[src/rtl/mbscore_intc_pkg.sv]
// MBScore interrupt controller shared constants: config register map and
// FSM state encodings (legacy MBScore_const.v values kept bit-exact).
package mbscore_intc_pkg;

  typedef logic [1:0] intc_state_t;

  localparam intc_state_t ST_IDLE     = 2'd0;
  localparam intc_state_t ST_ISSUE    = 2'd1;
  localparam intc_state_t ST_WAIT_ACK = 2'd2;
  localparam intc_state_t ST_SERVICE  = 2'd3;

  localparam logic [1:0] INTC_ADDR_MASK = 2'd0;
  localparam logic [1:0] INTC_ADDR_PEND = 2'd1;
  localparam logic [1:0] INTC_ADDR_ID   = 2'd2;
  localparam logic [1:0] INTC_ADDR_STAT = 2'd3;

  localparam int unsigned INTC_CNT_W = 8;

endpackage

[src/rtl/mbscore_intc_if.sv]
// MBScore interrupt controller config port: write strobe, address, write
// data and combinational read data.
interface mbscore_intc_if;

  logic        cfg_we;
  logic [1:0]  cfg_addr;
  logic [31:0] cfg_wdata;
  logic [31:0] cfg_rdata;

  modport master (output cfg_we, output cfg_addr, output cfg_wdata, input cfg_rdata);
  modport slave  (input cfg_we, input cfg_addr, input cfg_wdata, output cfg_rdata);

endinterface

[src/rtl/mbscore_intc_prio.sv]
// Lowest-index priority encoder: bit 0 wins; valid when any request is set.
module mbscore_intc_prio #(
  parameter int unsigned N_IRQ = 8,
  parameter int unsigned ID_W  = 3
) (
  input  logic [N_IRQ-1:0] req,
  output logic [ID_W-1:0]  id,
  output logic             valid
);

  // Scan upward and keep the first set bit.
  always_comb begin
    id    = '0;
    valid = 1'b0;
    for (int unsigned i = 0; i < N_IRQ; i++) begin
      if (req[i] && !valid) begin
        id    = ID_W'(i);
        valid = 1'b1;
      end
    end
  end

endmodule

[src/rtl/mbscore_intc.sv]
// MBScore interrupt controller: synchronises IRQ lines, latches pending,
// masks and prioritises, then pulses set_intr at an instruction boundary and
// follows the RF int_en_n flag through entry and return.
// Build option: MBSCORE_INTC_EDGE_EN selects rising-edge detection of the
// synchronised lines; undefined gives level-sensitive pending.
module mbscore_intc
  import mbscore_intc_pkg::*;
#(
  parameter int unsigned N_IRQ       = 8,
  parameter int unsigned ID_W        = 3,
  parameter int unsigned ACK_TIMEOUT = 15
) (
  input  logic             clk,
  input  logic             rst_n,
  input  logic [N_IRQ-1:0] irq_in,
  input  logic             int_en_n,
  input  logic             inst_boundary,
  output logic             set_intr,
  output logic [ID_W-1:0]  irq_vec,
  output logic             irq_active,
  mbscore_intc_if.slave    cfg
);

  logic [N_IRQ-1:0]      sync1, sync2, detect;
  logic [N_IRQ-1:0]      pending, mask, eligible, pend_clr;
  logic [ID_W-1:0]       win_id;
  logic                  win_valid;
  intc_state_t           state;
  logic [INTC_CNT_W-1:0] cnt, cnt_nx;
  logic                  timeout_flag, timeout_hit, issue_go;
  logic                  wr_mask, wr_pend, wr_stat;
  logic                  unused_wdata;

  assign unused_wdata = ^cfg.cfg_wdata;

  // Two-flop synchroniser on the asynchronous IRQ lines.
  always_ff @(posedge clk or negedge rst_n) begin
    if (!rst_n) begin
      sync1 <= '0;
      sync2 <= '0;
    end else begin
      sync1 <= irq_in;
      sync2 <= sync1;
    end
  end

`ifdef MBSCORE_INTC_EDGE_EN
  logic [N_IRQ-1:0] sync3;

  // Delayed copy of the synchronised lines for rising-edge detection.
  always_ff @(posedge clk or negedge rst_n) begin
    if (!rst_n) sync3 <= '0;
    else        sync3 <= sync2;
  end

  assign detect = sync2 & ~sync3;
`else
  assign detect = sync2;
`endif

  assign eligible = pending & mask;

  mbscore_intc_prio #(
    .N_IRQ (N_IRQ),
    .ID_W  (ID_W)
  ) u_prio (
    .req   (eligible),
    .id    (win_id),
    .valid (win_valid)
  );

  assign wr_mask     = cfg.cfg_we && (cfg.cfg_addr == INTC_ADDR_MASK);
  assign wr_pend     = cfg.cfg_we && (cfg.cfg_addr == INTC_ADDR_PEND);
  assign wr_stat     = cfg.cfg_we && (cfg.cfg_addr == INTC_ADDR_STAT);
  assign issue_go    = (state == ST_IDLE) && win_valid && !int_en_n && inst_boundary;
  assign cnt_nx      = cnt + 1'b1;
  assign timeout_hit = (state == ST_WAIT_ACK) && !int_en_n &&
                       (cnt_nx == INTC_CNT_W'(ACK_TIMEOUT));
  assign pend_clr    = (wr_pend  ? cfg.cfg_wdata[N_IRQ-1:0] : '0) |
                       (issue_go ? (N_IRQ'(1) << win_id)     : '0);

  // Mask register and pending latch; a same-cycle detect beats any clear.
  always_ff @(posedge clk or negedge rst_n) begin
    if (!rst_n) begin
      mask    <= '0;
      pending <= '0;
    end else begin
      if (wr_mask) mask <= cfg.cfg_wdata[N_IRQ-1:0];
      pending <= (pending & ~pend_clr) | detect;
    end
  end

  // Entry/return sequencer with ack timeout counter.
  always_ff @(posedge clk or negedge rst_n) begin
    if (!rst_n) begin
      state   <= ST_IDLE;
      cnt     <= '0;
      irq_vec <= '0;
    end else begin
      case (state)
        ST_IDLE: begin
          if (issue_go) begin
            state   <= ST_ISSUE;
            irq_vec <= win_id;
          end
        end
        ST_ISSUE: begin
          state <= ST_WAIT_ACK;
          cnt   <= '0;
        end
        ST_WAIT_ACK: begin
          if (int_en_n)         state <= ST_SERVICE;
          else if (timeout_hit) state <= ST_IDLE;
          else                  cnt   <= cnt_nx;
        end
        ST_SERVICE: begin
          if (!int_en_n) state <= ST_IDLE;
        end
        default: state <= ST_IDLE;
      endcase
    end
  end

  // Sticky ack-timeout flag; a new timeout beats a same-cycle W1C.
  always_ff @(posedge clk or negedge rst_n) begin
    if (!rst_n)                          timeout_flag <= 1'b0;
    else if (timeout_hit)                timeout_flag <= 1'b1;
    else if (wr_stat && cfg.cfg_wdata[0]) timeout_flag <= 1'b0;
  end

  // set_intr and irq_active decode straight from state so reset cuts them at once.
  assign set_intr   = (state == ST_ISSUE);
  assign irq_active = (state != ST_IDLE);

  // Combinational config read mux.
  always_comb begin
    cfg.cfg_rdata = '0;
    case (cfg.cfg_addr)
      INTC_ADDR_MASK: cfg.cfg_rdata = 32'(mask);
      INTC_ADDR_PEND: cfg.cfg_rdata = 32'(pending);
      INTC_ADDR_ID:   cfg.cfg_rdata = 32'(irq_vec);
      INTC_ADDR_STAT: cfg.cfg_rdata = {23'd0, |eligible, 3'd0, 3'(state), irq_active, timeout_flag};
      default:        cfg.cfg_rdata = '0;
    endcase
  end

endmodule
[src/flat_wrapper.sv]
// flat-port wrapper written by rule: the top's interface ports become plain ports
module mbscore_intc_flat import mbscore_intc_pkg::*;
#(
  parameter int unsigned N_IRQ       = 8,
  parameter int unsigned ID_W        = 3,
  parameter int unsigned ACK_TIMEOUT = 15
)
  (clk, rst_n, irq_in, int_en_n, inst_boundary, set_intr, irq_vec, irq_active, cfg_cfg_we, cfg_cfg_addr, cfg_cfg_wdata, cfg_cfg_rdata);
  mbscore_intc_if cfg_i ();
  input  logic clk;
  input  logic rst_n;
  input  logic [N_IRQ-1:0] irq_in;
  input  logic int_en_n;
  input  logic inst_boundary;
  output logic set_intr;
  output logic [ID_W-1:0] irq_vec;
  output logic irq_active;
  input wire logic [$bits(cfg_i.cfg_we)-1:0] cfg_cfg_we;
  input wire logic [$bits(cfg_i.cfg_addr)-1:0] cfg_cfg_addr;
  input wire logic [$bits(cfg_i.cfg_wdata)-1:0] cfg_cfg_wdata;
  output wire logic [$bits(cfg_i.cfg_rdata)-1:0] cfg_cfg_rdata;
  assign cfg_i.cfg_we = cfg_cfg_we;
  assign cfg_i.cfg_addr = cfg_cfg_addr;
  assign cfg_i.cfg_wdata = cfg_cfg_wdata;
  assign cfg_cfg_rdata = cfg_i.cfg_rdata;
  mbscore_intc #(.N_IRQ(N_IRQ), .ID_W(ID_W), .ACK_TIMEOUT(ACK_TIMEOUT)) u_core (.clk(clk), .rst_n(rst_n), .irq_in(irq_in), .int_en_n(int_en_n), .inst_boundary(inst_boundary), .set_intr(set_intr), .irq_vec(irq_vec), .irq_active(irq_active), .cfg(cfg_i));
endmodule
[config.mk]
export PLATFORM = sky130hd
export DESIGN_NAME = mbscore_intc_flat
export DESIGN_NICKNAME = d
export VERILOG_FILES = /design/src/rtl/mbscore_intc_pkg.sv /design/src/rtl/mbscore_intc_if.sv /design/src/rtl/mbscore_intc_prio.sv /design/src/rtl/mbscore_intc.sv /design/src/flat_wrapper.sv
export SDC_FILE = /design/constraint.sdc
export NUM_CORES = 1
export LEC_CHECK = 0
export ABC_AREA = 1
export CORE_ASPECT_RATIO = 0.5
export CORE_MARGIN = 8
export CORE_UTILIZATION = 49
export DETAILED_ROUTE_END_ITERATION = 8
export GPL_ROUTABILITY_DRIVEN = 0
export PLACE_DENSITY = 0.85
export SYNTH_ARGS = -nofsm -noshare
export SYNTH_HDL_FRONTEND = slang
export SYNTH_SLANG_ARGS = --single-unit
[constraint.sdc]
create_clock -name clk -period 2.6 [get_ports clk]
set_input_delay 0.65 -clock clk [delete_from_list [all_inputs] [get_ports clk]]
set_output_delay 0.65 -clock clk [all_outputs]
set_load 0.1 [all_outputs]
# Word level (Yosys, flattened, before mapping)
# Index checks and enable logic that the tools add are counted.
[totals]
regBits = 46
inputBits = 47
out_inout_bits = 37
word_cells = 88
[op_classes]
n_addsub = 1
n_eq_ne = 12
shifts = 1
muxes = 28
bitwise = 5
reduce_logical = 33
[ops]
columns = ["op", "n"]
rows = [
  ["$pmux 32 s4", 1],
  ["$mux 8", 4],
  ["$mux 3", 6],
  ["$and 8x8->8", 2],
  ["$logic_and 1x1->1", 16],
  ["$or 8x8->8", 2],
  ["$pmux 8 s2", 1],
  ["$mux 1", 11],
  ["$add 8x1->8 const B", 1],
  ["$eq 2x2->1 const B", 4],
  ["$eq 8x4->1 const B", 1],
  ["$logic_not 1->1", 8],
  ["$mux 2", 4],
  ["$not 8->8", 1],
  ["$pmux 2 s4", 1],
  ["$reduce_or 8->1", 1],
  ["$shl 1x3->8 const A", 1],
  ["$ne 2x2->1 const B", 3],
  ["$reduce_and 3->1", 2],
  ["$reduce_bool 2->1", 3],
  ["$eq 2x1->1 const B", 2],
  ["$logic_not 2->1", 2],
  ["$ne 3x2->1 const B", 1],
  ["$ne 2x1->1 const B", 1],
  ["$reduce_and 2->1", 1],
]

# Logic depth before layout (Yosys ltp)
# Gate-level depths: netlist of the first run.
[logic_depth]
depth_word = 31
depth_mapped = 13
mapped_depth_nobuf = 12

# Cells and area by module
# Synthesis of the first run repeated with hierarchy kept, for this count alone.
[unflattened]
cells_unflattened = 297
hier_area_um2 = 2444.8
[by_module_without_submodules]
columns = ["mod", "n_inst", "cells_per_inst", "area_each_um2", "seq_area_each_um2"]
rows = [
  ["mbscore_intc", 1, 275, 2336.0, 1151.1],
  ["mbscore_intc_prio", 1, 22, 108.9, 0.0],
]

# Least setup slack after synthesis of the first run
# Ideal clock, no wire load.
[synth_timing]
kind = "input-to-output"
startpoint = "input cfg_cfg_addr[1]"
endpoint = "output cfg_cfg_rdata[4]"
arrival_time_ns = 3.211
required_time_ns = 1.950
setup_slack_ns = -1.261
stages = 4
n_path_buf = 1
path_cell_list = "clkbuf_1 -> nor2_2 -> inv_1 -> o21ai_0"
[synth_between]
elab_chain_len = 2
elab_cells_between_ends = 5
cone_classes = "eq/ne (3); mux (1); reduce/logical (1)"
[synth_rtl]
columns = ["item", "line", "rtl"]
rows = [
  ["from (decl)", "flat_wrapper.sv:19", "input wire logic [$bits(cfg_i.cfg_addr)-1:0] cfg_cfg_addr;"],
  ["$eq 2x2->1 (tied with other cells)", "mbscore_intc.sv:138", "case (cfg.cfg_addr)"],
  ["$pmux 32 s4 *", "mbscore_intc.sv:138", ""],
  ["to (decl)", "flat_wrapper.sv:21", "output wire logic [$bits(cfg_i.cfg_rdata)-1:0] cfg_cfg_rdata;"],
]
# Every way passes the cells marked *; elsewhere a longest branch is shown, timed or not. The select of a mux whose other input is x is not followed.

# Final worst setup path of the first run
[layout_timing]
startpoint = "input cfg_cfg_addr[1]"
endpoint = "output cfg_cfg_rdata[3]"
# Same word-level chain as after synthesis.

==> results of run 1 <==
[area by class of cell]
type | count | area (sq um) | area share
well taps | 70 | 87.6 | 0.0285
clock buffers | 7 | 86.3 | 0.0281
inverters | 42 | 158 | 0.0513
repair buffers | 46 | 514 | 0.167
flip-flops and latches | 46 | 1150 | 0.374
clock inverters | 1 | 8.76 | 0.00285
multi-input cells | 211 | 1070 | 0.348
[routing by layer]
metal  part of all wire  track usage  wire length [um]
met1               0.40        0.175              2260
met2               0.49        0.259              2800
met3              0.088       0.0410               501
met4              0.025       0.0880               145
met5                  0            0                 0
[power breakdown]
group | leakage (nW) | switching [W] | internal (W) | total (W)
Sequential | 0.542 | 0.0000870 | 0.000811 | 0.000898
Clock | 0.0489 | 0.000239 | 0.000220 | 0.000459
Combinational | 0.963 | 0.000995 | 0.000323 | 0.00132
Total | 1.55 | 0.00132 | 0.00135 | 0.00268
[flip-flops by register name (all words and copies together), names as in the netlist]
register / flops
u_core.timeout_flag: 1
u_core.state: 2
u_core.detect: 8
u_core.pending: 8
u_core.cnt: 8
u_core.sync1: 8
u_core.irq_vec: 3
u_core.mask: 8
[through the flow]
stage	instance area [sq um]	power, W	hold slack (ns)
global placement	2970	0.00218	0.333
global route	3080	0.00282	0.340
CTS	3060	0.00268	0.324
detailed placement	2970	0.00222	0.335
finish	3080	0.00268	0.316
floorplan	2590	0.00191	0.331
[how the worst min path moves through the flow]
stage                     from                to  slack [ns]  cells after the start
2_1_floorplan  u_core.sync1[0]  u_core.detect[0]        0.33                      0
3_3_place_gp   u_core.sync1[1]  u_core.detect[1]        0.33                      0
3_5_place_dp   u_core.sync1[5]  u_core.detect[5]        0.33                      0
4_1_cts                  rst_n  u_core.detect[3]        0.32                      1
5_1_grt                  rst_n  u_core.detect[3]        0.34                      1
6_report                 rst_n    u_core.mask[3]        0.32                      1
[what timing repair did]
action | in CTS | in global routing
setup endpoints to repair | 7 | 8
gates resized for setup | 2 | 3
pin swaps | 0 | 1
[cell usage in the layout (no fill, tap or decap), types with 3 or more instances in the layout]
cell type,n
o22ai_1,4
o21ai_0,4
nand4_1,3
o21bai_1,6
conb_1,23
buf_4,15
nand2_1,85
inv_1,36
mux2_2,3
inv_2,5
buf_12,8
nor3_1,4
dfrtp_1,46
nor2_1,17
clkdlybuf4s50_1,19
nor2_4,4
nand3_1,20
nand2_2,9
clkbuf_8,6
o21ai_1,9
nor2_2,4
[logic make-up (layout without fill, tap and decap cells)]
family                   Yosys count  after routing  share of synthesized area
multiplexers                       3              3                     0.0137
adder cells (fa/ha/maj)            2              2                     0.0102
flip-flops                        46             46                      0.468
AO/OA/AOI/OAI                     34             34                     0.0866
other                              1             23                    0.00153
AND/OR/NAND/NOR                  149            149                      0.275
buffers and inverters             68             96                      0.144
[critical path: stages]
cell and delay (ns):
dlygate4sd2_1 0.33, nor2_4 0.17, buf_4 0.15, nand2_1 0.06
o211ai_1 0.15, clkbuf_16 0.26
==> impl_metrics.json, run 1 <==
{
  "antenna_found_initial": 0,
  "start_util": 0.503,
  "cp-start-kind": "input pin",
  "ys.flop_type": "dfrtp_1",
  "dieHeight_um": 66.1,
  "core_area_sq_um": 4890,
  "hpwl_um": 4480,
  "reg2reg_to": "u_core.cnt[6]",
  "netlist_top_cells_count": "nand2_1, dfrtp_1, inv_1",
  "synth-edff-count": 0,
  "num_rows": 18,
  "antennaDiodeCount": 0,
  "rr_worst_depth": 11,
  "wl_per_cell_um": 13.5,
  "finalMaxSlewViolations": 0,
  "synth_area_sq_um": 2460,
  "die_area_sq_um": 7670,
  "yosysSeqAreaShare": 0.468,
  "clock_skew_ns": 0.00687,
  "synthArstFlopShare": 1.00,
  "yosys-top-cells-area": "dfrtp_1, nand2_1, buf_4",
  "postRouteAntennaNets": 0,
  "synth_most_common_cell": "nand2_1",
  "grt_pass1_wl_um": 9200,
  "ctsHoldBuffers": 0,
  "vias": 2111,
  "post-route-util": 0.629,
  "slew_headroom": 0.660,
  "p_per_area_nw_per_um2": 870,
  "nFillCells": 393,
  "fin_crit_ns": 2.42,
  "status": "finished clean",
  "grt_pass1_vias": 2081,
  "crit_type": "in -> out",
  "cp_max_fo": 5,
  "io_buffers": 36,
  "drive_gt1_frac": 0.184,
  "tightest_slew_ns": 0.510,
  "r2r-start": "u_core.cnt[0]",
  "peakVddDrop_uv": 449,
  "yosysTopAreaCellShare": 0.468,
  "clkSinkCount": 46,
  "grt.overflow.total": 0,
  "cts_buffers": 5,
  "area_delta_synth_final_pct": 25.2,
  "cp-end-kind": "output port",
  "avgSynthCellArea_sq_um": 8.11,
  "synth-warning-count": 0,
  "crit_end": "cfg_cfg_rdata[3]",
  "r2r_setup_slack_ns": 0.77,
  "setup_tns_ns": 0,
  "fin_ws_ns": 0.181,
  "tritoncts": "yes",
  "final_cells": 423,
  "ys_seq_elements": 46,
  "post_cts_buffers": 0,
  "synth_cells": 303,
  "max_cap_viol_count": 0,
  "p_leak_nw": 1.55,
  "vias_per_cell": 4.99,
  "clk_pin_slew_worst_paths_ns": 0.09,
  "nets": 401,
  "die_x_um": 116,
  "finalCritPeriodShare": 0.930,
  "max_freq_ghz": 0.413,
  "worstSkewPairLatency_ns": 0.30,
  "dp.cells": 415,
  "drtPass1Iterations": 4,
  "ios": 84,
  "clockBufferDepth": 2,
  "place_worst_setup_slack_ns": -0.0393,
  "worstPathRequired_ns": 1.95,
  "grt_setup_unrepaired": "false",
  "drt_iter0_drc": 125,
  "finalSetupViolations": 0,
  "yosysUniqueCellTypes": 31,
  "min_path_type": "in -> async",
  "crit_arrival_ns": 1.77,
  "grt_max_degree": 24,
  "root_buffer": "clkbuf_8",
  "wl_um": 5710,
  "htreeDepth": 2,
  "drc": 0,
  "synth_top_area_cell": "dfrtp_1",
  "grt_use_total": 0.153,
  "hold_violations": 0,
  "startpoint": "cfg_cfg_addr[1]"
}
(Power assumes the default switching activity.)
==> run 2: changes to the inputs <==
--- a/config.mk
+++ b/config.mk
@@ -9,6 +9,7 @@
 export CORE_ASPECT_RATIO = 0.5
 export CORE_MARGIN = 8
 export CORE_UTILIZATION = 49
+export CTS_BUF_LIST = sky130_fd_sc_hd__clkbuf_8 sky130_fd_sc_hd__clkbuf_16
 export DETAILED_ROUTE_END_ITERATION = 8
 export GPL_ROUTABILITY_DRIVEN = 0
 export PLACE_DENSITY = 0.85
==> run 2 against run 1 <==
Compared with the run above: clock skew unchanged; critical endpoint unchanged; setup slack unchanged; clock-buffer cell count fell by 1; sequential power about the same; largest cell class unchanged.
==> impl_metrics.json, run 2 (synthesized netlist as in run 1, its figures left out) <==
{
  "postRouteAntennaNets": 0,
  "drc": 0,
  "reg2reg_to": "u_core.cnt[6]",
  "nets": 401,
  "antenna_found_initial": 0,
  "io_buffers": 36,
  "grt.overflow.total": 0,
  "finalSetupViolations": 0,
  "die_area_sq_um": 7670,
  "max_cap_viol_count": 0,
  "worstPathRequired_ns": 1.95,
  "grt_setup_unrepaired": "false",
  "grt_max_degree": 24,
  "status": "finished clean",
  "nFillCells": 393,
  "r2r-start": "u_core.cnt[0]",
  "dieHeight_um": 66.1,
  "min_path_type": "in -> async",
  "crit_arrival_ns": 1.77,
  "tritoncts": "yes",
  "final_cells": 423,
  "finalCritPeriodShare": 0.930,
  "grt_pass1_wl_um": 9200,
  "tightest_slew_ns": 0.510,
  "root_buffer": "clkbuf_8",
  "wl_um": 5710,
  "final_cell_mix": "nand2_1, dfrtp_1, inv_1",
  "path_buf_inv": 3,
  "vias": 2111,
  "crit_type": "in -> out",
  "cp-end-kind": "output port",
  "area_delta_synth_final_pct": 25.2,
  "clock_skew_ns": 0.00687,
  "drtPass1Iterations": 4,
  "grt_pass1_vias": 2081,
  "max_freq_ghz": 0.413,
  "drive_gt1_frac": 0.184,
  "start_util": 0.503,
  "dp.cells": 415,
  "clkSinkCount": 46,
  "die_x_um": 116,
  "cp-start-kind": "input pin",
  "ios": 84,
  "grt_use_total": 0.153,
  "clockBufferDepth": 2,
  "fin_crit_ns": 2.42,
  "wl_per_cell_um": 13.5,
  "p_leak_nw": 1.56,
  "hpwl_um": 4480,
  "rr_worst_depth": 11,
  "core_area_sq_um": 4890,
  "drt_iter0_drc": 125,
  "vias_per_cell": 4.99,
  "num_rows": 18,
  "post_cts_buffers": 0,
  "cp_top_family": "buffers and inverters",
  "cts_buffers": 5,
  "worstSkewPairLatency_ns": 0.30,
  "path_cells": "dlygate4sd2_1, nor2_4, buf_4, nand2_1, o211ai_1, clkbuf_16",
  "critPathSlowestCell": "dlygate4sd2_1",
  "antennaDiodeCount": 0,
  "peakVddDrop_uv": 449,
  "r2r_setup_slack_ns": 0.77,
  "cp_max_fo": 5,
  "slew_headroom": 0.660,
  "p_per_area_nw_per_um2": 869,
  "ctsHoldBuffers": 0,
  "post-route-util": 0.629,
  "finalMaxSlewViolations": 0,
  "clk_pin_slew_worst_paths_ns": 0.09,
  "hold_violations": 0,
  "htreeDepth": 2,
  "max_stage_delay_ns": 0.33,
  "final_common_cell": "nand2_1"
}
-- run 2: worst reg2reg max path, cell delays in order, from the launching register on --
cell and delay (ns):
dfrtp_1 0.44, ha_1 0.26, nand2_1 0.12, nand2_1 0.11, nor2_4 0.10, nand2_2 0.07
nor2_4 0.09, nand4_4 0.11, nand2_4 0.16, nand2_1 0.14, nand2_1 0.09, nand2_1 0.05
-- run 2: per-stage QoR --
stage	power [W]	TNS, ns	setup WS [ns]	hold slack [ns]	instance area, sq um
5_1_grt	0.00282	0	0.117	0.340	3080
4_1_cts	0.00268	0	0.000605	0.324	3060
3_3_place_gp	0.00218	-0.0679	-0.0266	0.333	2970
2_1_floorplan	0.00191	-2.59	-0.477	0.331	2590
3_5_place_dp	0.00222	-0.145	-0.0393	0.335	2970
6_report	0.00267	0	0.181	0.316	3080
-- run 2: cell type report --
cell class	count	area [sq um]	share of cell area
clock buffers	6	82.6	0.0269
multi-input cells	211	1070	0.348
repair buffers	46	514	0.167
inverters	42	158	0.0513
flip-flops and latches	46	1150	0.374
clock inverters	2	12.5	0.00407
well taps	70	87.6	0.0285
-- run 2: worst max-delay path by stage --
stage                     from               end  cells past startpoint
6_report       cfg_cfg_addr[1]  cfg_cfg_rdata[3]                      6
5_1_grt        cfg_cfg_addr[1]  cfg_cfg_rdata[3]                      6
4_1_cts        cfg_cfg_addr[0]  cfg_cfg_rdata[6]                      6
3_5_place_dp   cfg_cfg_addr[1]  cfg_cfg_rdata[4]                      5
3_3_place_gp   cfg_cfg_addr[1]  cfg_cfg_rdata[4]                      5
2_1_floorplan  cfg_cfg_addr[1]  cfg_cfg_rdata[4]                      4
-- run 2: report_power, final --
| group | switching, W | total [W] | internal [W] | leakage, nW |
|---|---|---|---|---|
| clock network | 0.000240 | 0.000456 | 0.000216 | 0.0530 |
| registers | 0.0000870 | 0.000898 | 0.000811 | 0.542 |
| logic | 0.000995 | 0.00132 | 0.000323 | 0.963 |
| total | 0.00132 | 0.00267 | 0.00135 | 1.56 |
-- run 2: metal layers --
metal / GRT usage / wire length, um / up-vias
met5: 0 / 0 / -
met4: 0.0880 / 145 / 0
met3: 0.0410 / 501 / 16
met2: 0.259 / 2800 / 97
met1: 0.175 / 2270 / 992
li1: - / - / 1006
-- run 2: repair_timing --
action / in CTS / in global routing
endpoints found under the setup margin: 7 / 8
gates resized for setup: 2 / 3
cloned: 0 / 0
pin swaps: 0 / 1
==> run 3: changes to the inputs <==
--- a/config.mk
+++ b/config.mk
@@ -12,7 +12,7 @@
 export CTS_BUF_LIST = sky130_fd_sc_hd__clkbuf_8 sky130_fd_sc_hd__clkbuf_16
 export DETAILED_ROUTE_END_ITERATION = 8
 export GPL_ROUTABILITY_DRIVEN = 0
-export PLACE_DENSITY = 0.85
+export PLACE_DENSITY = 0.87
 export SYNTH_ARGS = -nofsm -noshare
 export SYNTH_HDL_FRONTEND = slang
 export SYNTH_SLANG_ARGS = --single-unit
==> run 3 against run 2 <==
Compared with the run above: routed wire length up 3.3%; largest cell class unchanged; power is 0.26% lower; via count is 0.52% higher; critical path depth unchanged; sequential share of layout area rose by 0.11 points.
==> impl_metrics.json, run 3 (synthesized netlist as in run 1, its figures left out) <==
{
  "peakVddDrop_uv": 429,
  "area_delta_synth_final_pct": 24.8,
  "antennaDiodeCount": 0,
  "wl_per_cell_um": 14.0,
  "finalSetupViolations": 0,
  "vias": 2122,
  "cp_top_family": "buffers and inverters",
  "p_int_w": 0.00135,
  "hold_violations": 0,
  "start_util": 0.503,
  "postRouteAntennaNets": 0,
  "grt_max_degree": 25,
  "clock_skew_ns": 0.00454,
  "max_stage_delay_ns": 0.32,
  "grt.overflow.total": 0,
  "worstPathRequired_ns": 1.95,
  "tightest_slew_ns": 0.521,
  "cp_max_fo": 5,
  "hold_ws_ns": 0.317,
  "setup_tns_ns": 0,
  "die_area_sq_um": 7670,
  "crit_type": "in -> out",
  "vias_per_cell": 5.03,
  "nets": 400,
  "status": "finished clean",
  "cp-end-kind": "output port",
  "p_seq_frac": 0.337,
  "antenna_found_initial": 0,
  "max_cap_viol_count": 0,
  "p_clk_frac": 0.171,
  "post_cts_buffers": 0,
  "hpwl_um": 4580,
  "max_freq_ghz": 0.418,
  "clkSinkCount": 46,
  "grt_pass1_vias": 2115,
  "grt_use_total": 0.159,
  "p_sw_frac": 0.495,
  "cts_buffers": 5,
  "final_common_cell": "nand2_1",
  "power_w": 0.00267,
  "grt_setup_unrepaired": "false",
  "io_buffers": 36,
  "die_x_um": 116,
  "wl_um": 5900,
  "grt_pass1_wl_um": 9640,
  "clockBufferDepth": 2,
  "ios": 84,
  "drtPass1Iterations": 4,
  "worstSkewPairLatency_ns": 0.30,
  "switchingPower_w": 0.00132,
  "fin_crit_ns": 2.39,
  "finalCritPeriodShare": 0.919,
  "p_per_area_nw_per_um2": 869,
  "core_area_sq_um": 4890,
  "drive_gt1_frac": 0.188,
  "drc": 0,
  "min_path_type": "in -> async",
  "p_leak_nw": 1.55,
  "path_cells": "dlygate4sd2_1, nor2_2, buf_4, nand2_1, o211ai_1, clkbuf_16",
  "root_buffer": "clkbuf_8",
  "finalMaxSlewViolations": 0,
  "dieHeight_um": 66.1,
  "tritoncts": "yes",
  "crit_arrival_ns": 1.74,
  "path_buf_inv": 3,
  "clk_pin_slew_worst_paths_ns": 0.09,
  "drt_iter0_drc": 107,
  "htreeDepth": 2,
  "num_rows": 18,
  "critPathSlowestCell": "dlygate4sd2_1",
  "p_comb_frac": 0.492,
  "cp-start-kind": "input pin",
  "slew_headroom": 0.652,
  "final_cell_mix": "nand2_1, dfrtp_1, inv_1"
}
-- run 3: final timing paths --
kind | to | startpoint | cells past startpoint | slack (ns)
worst max register to register | u_core.cnt[5] | u_core.cnt[0] | 11 | 0.76
worst min-delay path | u_core.pending[3] | rst_n | 1 | 0.32
min in group clk | u_core.detect[4] | u_core.sync1[4] | 0 | 0.35
worst min register to register | u_core.detect[4] | u_core.sync1[4] | 0 | 0.35
max in group asynchronous | u_core.detect[5] | rst_n | 2 | 1.72
worst max-delay path | cfg_cfg_rdata[3] | cfg_cfg_addr[1] | 6 | 0.21
-- run 3: metal layers --
metal / track usage / vias up / part of all wire
met3: 0.0410 / 11 / 0.084
li1: - / 1003 / -
met2: 0.282 / 99 / 0.50
met4: 0.0576 / 0 / 0.013
met5: 0 / - / 0
met1: 0.185 / 1009 / 0.41
-- run 3: power by group through the flow --
stage                     Combinational [W]  Clock [W]  Sequential [W]
after floorplan                    0.000858          0         0.00105
after global placement              0.00127          0        0.000901
after detailed placement            0.00130          0        0.000910
after CTS                           0.00131   0.000463        0.000897
after global routing                0.00139   0.000498        0.000910
final                               0.00131   0.000455        0.000898
-- run 3: what timing repair did --
| item | 4_1_cts | 5_1_grt |
|---|---|---|
| gates resized for setup | 2 | 3 |
| endpoints found under the setup margin | 6 | 6 |
| hold buffers | 0 | 0 |
| endpoints found under the hold margin | 0 | 0 |
| pin swaps | 1 | 1 |
-- run 3: final cells by class --
type,count,area (sq um)
inverter,42,158
fill,383,1820
sequential,46,1150
clock buffer,6,82.6
tap,70,87.6
multi-input combinational,211,1070
timing repair buffer,45,507
clock inverter,2,12.5
-- run 3: through the flow --
stage | worst slack (ns) | instances | instance area [sq um] | utilization
2_1_floorplan | -0.477 | 325 | 2590 | -
3_3_place_gp | 0.00384 | 414 | 2960 | 0.605
3_5_place_dp | -0.0478 | 414 | 2960 | 0.605
4_1_cts | 0.00592 | 422 | 3060 | 0.625
5_1_grt | 0.145 | 422 | 3070 | 0.627
6_report | 0.210 | 422 | 3070 | 0.627
